## config.mk

```make
export PLATFORM = sky130hd
export DESIGN_NAME = wptr_full_level
export DESIGN_NICKNAME = d
export VERILOG_FILES = /design/src/rtl/fifo_pkg.sv /design/src/rtl/wptr_full_level.sv
export SDC_FILE = /design/constraint.sdc
export NUM_CORES = 1
export LEC_CHECK = 0
export BUFFER_PORTS_ARGS = -buffer_cell sky130_fd_sc_hd__buf_4
export CAP_MARGIN = 20
export CORE_MARGIN = 4
export CORE_UTILIZATION = 44
export DETAILED_ROUTE_END_ITERATION = 8
export HOLD_SLACK_MARGIN = 0.03
export PLACE_DENSITY = 0.74
export SYNTH_ARGS = -nofsm -noshare
export SYNTH_HDL_FRONTEND = slang
export SYNTH_SLANG_ARGS = --single-unit
```

## constraint.sdc

```tcl
create_clock -name wclk -period 2.45 [get_ports wclk]
set_input_delay 0.245 -clock wclk [delete_from_list [all_inputs] [get_ports wclk]]
set_output_delay 0.245 -clock wclk [all_outputs]
set_load 0.05 [all_outputs]
```

## src/rtl/fifo_pkg.sv

```systemverilog
// rtl/fifo_pkg.sv - shared pointer helpers for the dual-clock async FIFO
package fifo_pkg;

  localparam int PTR_MAX_W = 32;
  typedef logic [PTR_MAX_W-1:0] ptr_t;

  function automatic int fifo_depth(input int addrsize);
    return 1 << addrsize;
  endfunction

  function automatic ptr_t bin2gray(input ptr_t b);
    return b ^ (b >> 1);
  endfunction

  // Zero-extended inputs decode correctly: bits above the pointer XOR in as 0.
  function automatic ptr_t gray2bin(input ptr_t g);
    ptr_t b;
    b[PTR_MAX_W-1] = g[PTR_MAX_W-1];
    for (int i = PTR_MAX_W - 2; i >= 0; i--) begin
      b[i] = b[i+1] ^ g[i];
    end
    return b;
  endfunction

endpackage

```

## src/rtl/wptr_full_level.sv

```systemverilog
// rtl/wptr_full_level.sv - write-side pointer, full/almost-full/level/overflow flags
module wptr_full_level
  import fifo_pkg::*;
#(
  parameter int ADDRSIZE = 4
) (
  input  logic                wclk,
  input  logic                wrst_n,
  input  logic                winc,
  input  logic [ADDRSIZE:0]   wq2_rptr,
  input  logic [ADDRSIZE:0]   afull_thresh,
  input  logic                ovf_clr,
  output logic                wen,
  output logic [ADDRSIZE-1:0] waddr,
  output logic [ADDRSIZE:0]   wptr,
  output logic                wfull,
  output logic                wafull,
  output logic [ADDRSIZE:0]   wlevel,
  output logic                wovf
);

  localparam int PW         = ADDRSIZE + 1;
  localparam int FIFO_DEPTH = fifo_depth(ADDRSIZE);

  logic [ADDRSIZE:0] wbin;
  logic [ADDRSIZE:0] wbnext;
  logic [ADDRSIZE:0] wgnext;
  logic [ADDRSIZE:0] rbin_s;
  logic [ADDRSIZE:0] level_next;
  logic              full_next;

  assign wen        = winc & ~wfull;
  assign waddr      = wbin[ADDRSIZE-1:0];
  assign wbnext     = wbin + {{ADDRSIZE{1'b0}}, wen};
  assign wgnext     = PW'(bin2gray(ptr_t'(wbnext)));
  assign rbin_s     = PW'(gray2bin(ptr_t'(wq2_rptr)));
  assign level_next = wbnext - rbin_s;

  // Full when the pointers differ only in the wrap bit; in Gray that flips the top two bits.
  assign full_next  = (wgnext == {~wq2_rptr[ADDRSIZE:ADDRSIZE-1], wq2_rptr[ADDRSIZE-2:0]});

  always_ff @(posedge wclk or negedge wrst_n) begin
    if (!wrst_n) begin
      wbin   <= '0;
      wptr   <= '0;
      wfull  <= 1'b0;
      wafull <= 1'b0;
      wlevel <= '0;
      wovf   <= 1'b0;
    end else begin
      wbin   <= wbnext;
      wptr   <= wgnext;
      wfull  <= full_next;
      wafull <= (level_next >= afull_thresh);
      wlevel <= level_next;
      wovf   <= (wovf & ~ovf_clr) | (winc & wfull);
    end
  end

  full_matches_level: assert property (@(posedge wclk) disable iff (!wrst_n)
    wfull == (wlevel == PW'(FIFO_DEPTH)));

endmodule

```

==> results of run 1 <==
flip-flops by register name, summed over array words and instances (netlist names):
name,cells
wlevel,5
wovf,1
wptr,4
wafull,1
wfull,1
wbin,5
worst max-delay path: cells and delay by family:
| family | cells | cell delay (ns) |
|---|---|---|
| compound gates | 4 | 0.61 |
| xor+xnor | 4 | 0.77 |
| fa+ha+maj | 3 | 0.84 |
| buf+inv | 2 | 0.20 |
layout make-up:
type,count,area [um^2],area share (%)
multi-input cells,57,652,41.5
repair buffers,49,385,24.5
inverters,12,47.5,3.03
well taps,27,33.8,2.15
clock buffers,4,26.3,1.67
flip-flops and latches,17,427,27.1
cell usage in the layout (no fill, tap or decap), drive strengths merged:
| master | count |
|---|---|
| inv | 12 |
| a21o | 6 |
| clkbuf | 4 |
| dlygate4sd3 | 1 |
| xor2 | 8 |
| nand2 | 4 |
| xnor2 | 11 |
| a31oi | 1 |
| nand2b | 1 |
| a21oi | 4 |
| nor2b | 2 |
| fa | 1 |
| nand3 | 2 |
| nor2 | 2 |
| buf | 48 |
| o21ai | 1 |
| nor4 | 1 |
| mux2 | 1 |
| ha | 11 |
| dfrtp | 17 |
| xnor3 | 1 |
path summary, 6_finish.rpt:
path | from | end | slack, ns | cells past startpoint
worst max-delay path | wq2_rptr[4] | wafull | -0.01 | 13
worst min-delay path | ovf_clr | wovf | 0.16 | 2
worst max register to register | wfull | wafull | 0.01 | 11
worst min register to register | wbin[4] | wptr[3] | 0.56 | 1
max in group asynchronous | wrst_n | wfull | 1.91 | 2
min in group asynchronous | wrst_n | wbin[4] | 0.33 | 2
layer usage:
metal  vias to the layer above  GRT usage [%]
met2                        26           30.1
met4                         0           6.07
met5                         -              0
li1                        383              -
met3                         6           2.41
met1                       352           18.7
cell families (layout without fill, tap and decap cells):
logic type,count (synthesis),after routing,synth area share (%)
compound gates,12,12,8.24
xor+xnor,20,20,19.4
fa+ha+maj,12,12,16.2
buf+inv,12,65,4.63
flops,17,17,43.8
mux,1,1,1.16
simple gates,12,12,6.56
timing repair:
item | in CTS | in global routing
hold buffers | 1 | 0
endpoints found under the setup margin | 1 | 1
gates resized for setup | 7 | 12
pin swaps | 11 | 13
setup buffers | 2 | 3
endpoints found under the hold margin | 17 | 0
metrics by stage:
| stage | setup WS (ns) | std cells | utilization [%] |
|---|---|---|---|
| 5_1_grt | -0.126 | 166 | 77.7 |
| 3_3_place_gp | -0.504 | 156 | 67.9 |
| 4_1_cts | -0.134 | 163 | 72.4 |
| 3_5_place_dp | -0.584 | 156 | 67.9 |
| 6_report | -0.00957 | 166 | 77.7 |
| 2_1_floorplan | -0.365 | 86 | - |
==> qor.csv, run 1 <==
metric,value,unit
clockBufferDepth,2,
ant_nets,0,
critical_path_class,in2reg,
yosysMostFrequentCell,dfrtp_1,
clkLatencyLatePin,0.30,ns
slew_violations,0,
cts_max_level,1,
layout_setup_ws,-0.00957,ns
synthesis.nets,112,
die_w,55.0,um
drt-met1-wl,854,um
yosys-top-cells-area,"dfrtp_1 44%, ha_1 14%, xnor2_1 9.9%, xor2_1 7.2%, a21o_1 4.6%",
numCtsBuffers,3,
place_hpwl,1620,um
period_needed,2.46,ns
row_count,16,
synth.distinct_cells,19,
grt_pass1_vias,777,
antenna_found_initial,0,
wl_met2,1190,um
overflow,0,
synth_common_cells,"17 x dfrtp_1, 12 x inv_1, 11 x ha_1, 11 x xnor2_1, 8 x xor2_1",
crit_fanout,2,
period_share,100,%
max_stage_delay,0.43,ns
nFillCells,134,
finalInstanceArea,0.00157,mm^2
num_io_pins,32,
syn-mean-instance-area,11.3,um^2
fmax,407,MHz
drcViolationCount,0,
grt_pass1_wl,3400,um
drt-total-wl,2250,um
ys_ff_latch,17,
tritoncts,yes,
cap_violations,0,
nNetsFinal,166,
hp-class,in2reg,
async_reset_ff_share,100,%
status,"complete, but fails checks",
setup_violations,1,
drive_gt1_share,51.8,%
critPathCaptureType,register,
path_cells,buf_8 -> xnor2_4 -> xor2_4 -> xor2_2 -> xnor2_1 -> ha_2 -> fa_1 -> inv_2 -> ha_4 -> a21o_1 -> a21o_1 -> a21o_1 -> a21o_1,
dpl-instance-area,0.00137,mm^2
area_delta_synth_final,61.6,%
syn_inst,86,
yosys_warnings,0,
startpoint_type,input port,
fin_hold_ws,0.158,ns
gp_congestion,0.742,
seq_area_frac_synth,43.8,%
clkTransAtPathRegs,0.11,ns
yosysTopAreaCell,dfrtp_1,
cp_data_required_time,2.65,ns
grt_start_max_net_pins,18,
gr-usage-all-layers,16.3,%
synth_flop_cell,dfrtp_1,
via_count,767,
die_y,55.0,um
routed.top_layer,met4,
synth_area,972,um^2
clock_skew,0.00872,ns
worst_pin_slew,0.322,ns
via_per_inst,4.62,
n_antenna_cell,0,
dieArea,0.00303,mm^2
portBuffers,31,
drt_pass1_iterations,6,
synth_edf_count,0,
coreArea,0.00202,mm^2
start_util,48.1,%
critPathMostFrequentCell,a21o_1,
slew_headroom,78.4,%
worst-endpoint-arrival,2.66,ns
cts-root-buf,clkbuf_4,
violations,setup timing,
synth_top_area_share,43.8,%
wl_met3,134,um
tns,-0.00957,ns
rsz0062_at_grt,yes,
crit_path_top_delay_cell,fa_1,
wl_per_cell,13.5,um
hold_violations,0,
clock_sinks,17,
drt_iter0_markers,8,
Power of run 1 is left out: the tool's default activity adds up to more than one toggle a clock period on the data nets, which glitch-free logic cannot reach.
==> inputs of run 2 (changes only) <==
Settings changed: ABC_AREA set to 1, CORE_UTILIZATION 44 to 45, SETUP_SLACK_MARGIN set to 0.2.
==> qor.csv, run 2 <==
metric,value,unit,change
status,"complete, but fails checks",,unchanged
violations,setup timing,,unchanged
via_per_inst,4.90,,was 4.62
antenna_found_initial,0,,unchanged
final_util,73.0,%,was 77.7%
overflow,0,,unchanged
grt_pass1_vias,1012,,was 777
layout_setup_ws,-0.158,ns,was -0.00957 ns
cts-root-buf,clkbuf_4,,unchanged
yosysMostFrequentCell,nand2_1,,was dfrtp_1
row_count,17,,was 16
synth.distinct_cells,20,,was 19
final-seq-area,427,um^2,unchanged
drt-total-wl,2720,um,was 2250 um
grt_start_max_net_pins,18,,unchanged
num_io_pins,32,,unchanged
n_antenna_cell,0,,unchanged
cp_data_required_time,2.63,ns,was 2.65 ns
clock_sinks,17,,unchanged
gp_congestion,0.893,,was 0.742
hold_violations,0,,unchanged
hp-start,ovf_clr,,unchanged
slew_headroom,75.6,%,was 78.4%
hp-class,in2reg,,unchanged
ant_nets,0,,unchanged
synth_edf_count,0,,unchanged
wl_per_cell,12.4,um,was 13.5 um
coreArea,0.00225,mm^2,was 0.00202 mm^2
final_cell_mix,"54 x buf_4, 34 x nand2_1, 20 x inv_1, 16 x dfrtp_1, 13 x nand3_1",,"was 46 x buf_4, 16 x dfrtp_1, 9 x inv_1, 7 x xnor2_1"
critical_path_class,reg2reg,,was in2reg
die_y,57.0,um,was 55.0 um
numCtsBuffers,3,,unchanged
rsz0062_at_grt,yes,,unchanged
reg2reg_from,wfull,,unchanged
start_util,47.9,%,was 48.1%
top_regs,"wbin: 5 flops, wlevel: 5 flops, wptr: 4 flops",,unchanged
drcViolationCount,0,,unchanged
layout_commonest_cell,buf_4,,unchanged
worst-endpoint-arrival,2.79,ns,was 2.66 ns
period_needed,2.61,ns,was 2.46 ns
syn_inst,134,,was 86
place_hpwl,2250,um,was 1620 um
clkTransAtPathRegs,0.10,ns,was 0.11 ns
seq_area_frac_synth,39.4,%,was 43.8%
cts_max_level,1,,unchanged
yosys-top-cells-area,"dfrtp_1 39%, nand2_1 13%, ha_1 13%, inv_1 7.3%, nand3_1 6.0%",,"was dfrtp_1 44%, ha_1 14%, xnor2_1 9.9%, xor2_1 7.2%, a21o_1 4.6%"
period_share,106,%,was 100%
area_delta_synth_final,52.2,%,was 61.6%
clock_skew,0.00705,ns,was 0.00872 ns
multiInputGateArea,652,um^2,unchanged
grt_pass1_wl,4460,um,was 3400 um
drive_gt1_share,43.2,%,was 51.8%
gr-usage-all-layers,17.4,%,was 16.3%
synth_area,0.00108,mm^2,was 972 um^2
clkLatencyLatePin,0.29,ns,was 0.30 ns
nFillCells,185,,was 134
ys_ff_latch,17,,unchanged
drt_pass1_iterations,4,,was 6
nNetsFinal,219,,was 166
critPathCaptureType,register,,unchanged
crit_fanout,4,,was 2
startpoint_type,register,,was input port
clockBufferDepth,2,,unchanged
async_reset_ff_share,100,%,unchanged
placed_cells,214,,was 156
synthesis.nets,160,,was 112
setup_violations,1,,unchanged
worst_pin_slew,0.366,ns,was 0.322 ns
dieArea,0.00325,mm^2,was 0.00303 mm^2
cap_violations,0,,unchanged
instances_no_fill,220,,was 166
tritoncts,yes,,unchanged
fmax,383,MHz,was 407 MHz
slew_violations,0,,unchanged
crit_start,wfull,,was wq2_rptr[4]
synth_top_area_share,39.4,%,was 43.8%
syn-mean-instance-area,8.07,um^2,was 11.3 um^2
yosysTopAreaCell,dfrtp_1,,unchanged
drt_iter0_markers,45,,was 8
yosys_warnings,0,,unchanged
synth_flop_cell,dfrtp_1,,unchanged
via_count,1078,,was 767
die_w,57.0,um,was 55.0 um
synth_common_cells,"38 x nand2_1, 21 x inv_1, 17 x dfrtp_1, 13 x nand3_1, 11 x ha_1",,"was 17 x dfrtp_1, 12 x inv_1, 11 x ha_1, 11 x xnor2_1, 8 x xor2_1"
portBuffers,31,,unchanged
run 2: changes by cell type after synthesis, sizes merged, moves of 2 or more:
cell	delta
nand4	+5
nand3	+12
xnor2	-8
xor2	-6
nand2	+40
nor2	+2
inv	+11
a21o	-6
nor2b	-2
run 2: per-stage QoR:
stage | cell area (um^2) | setup WS (ns) | TNS (ns) | hold slack, ns
finish | 1650 | -0.158 | -0.158 | 0.134
global placement | 1570 | -0.300 | -0.300 | 0.116
floorplan | 1150 | -0.401 | -0.401 | -0.0506
CTS | 1640 | -0.136 | -0.136 | 0.132
global route | 1650 | -0.307 | -0.307 | 0.130
detailed placement | 1570 | -0.492 | -0.492 | 0.117
run 2: logic make-up (layout without fill, tap and decap cells):
logic type      Yosys count  in the layout  share of synthesized area, %
flops                    17             17                          39.4
simple gates             68             68                          28.5
xor+xnor                  5              5                          4.05
compound gates            8              8                          4.51
fa+ha+maj                12             12                          14.6
buf+inv                  24             82                          9.03
run 2: final timing paths:
path	to	slack [ns]	cells after the start
setup / recovery	wafull	-0.16	16
hold / removal	wovf	0.13	2
setup reg to reg	wafull	-0.16	16
hold reg to reg	wovf	0.54	2
max in group asynchronous	wfull	1.92	2
min in group asynchronous	wovf	0.33	2
run 2: routing by layer:
metal	vias up	global-route usage (%)	part of all wire, %
li1	548	-	-
met1	502	22.0	43
met2	24	30.0	51
met3	4	1.58	4.1
met4	0	7.62	1.5
met5	-	0	0
run 2: timing repair:
| item | 4_1_cts | 5_1_grt |
|---|---|---|
| hold endpoints to repair | 17 | 0 |
| setup endpoints to repair | 1 | 1 |
| cloned | 0 | 0 |
| gates resized for setup | 5 | 2 |
| hold buffers | 1 | 0 |
| buffers inserted | 1 | 0 |
| pin swaps | 3 | 3 |
run 2: final cells by class:
cell class | instances | share of cell area [%]
Tap cell | 28 | 2.13
Clock inverter | 1 | 0.456
Sequential cell | 17 | 25.9
Timing Repair Buffer | 55 | 25.2
Inverter | 23 | 5.25
Multi-Input combinational cell | 93 | 39.6
Clock buffer | 3 | 1.37
run 2: critical path, cell delays in order, from the launching register on:
cell and delay [ns]:
dfrtp_2 0.43, nor2_4 0.11, ha_4 0.17, ha_4 0.15, inv_2 0.04, nand2_2 0.07
nand2_2 0.07, inv_2 0.08, ha_4 0.21, nand2_2 0.07, nor2_2 0.04, a211oi_2 0.19
xnor2_1 0.19, ha_1 0.30, a21oi_2 0.13, o21a_1 0.14, o311ai_2 0.09
Power of run 2 is left out for the same reason.
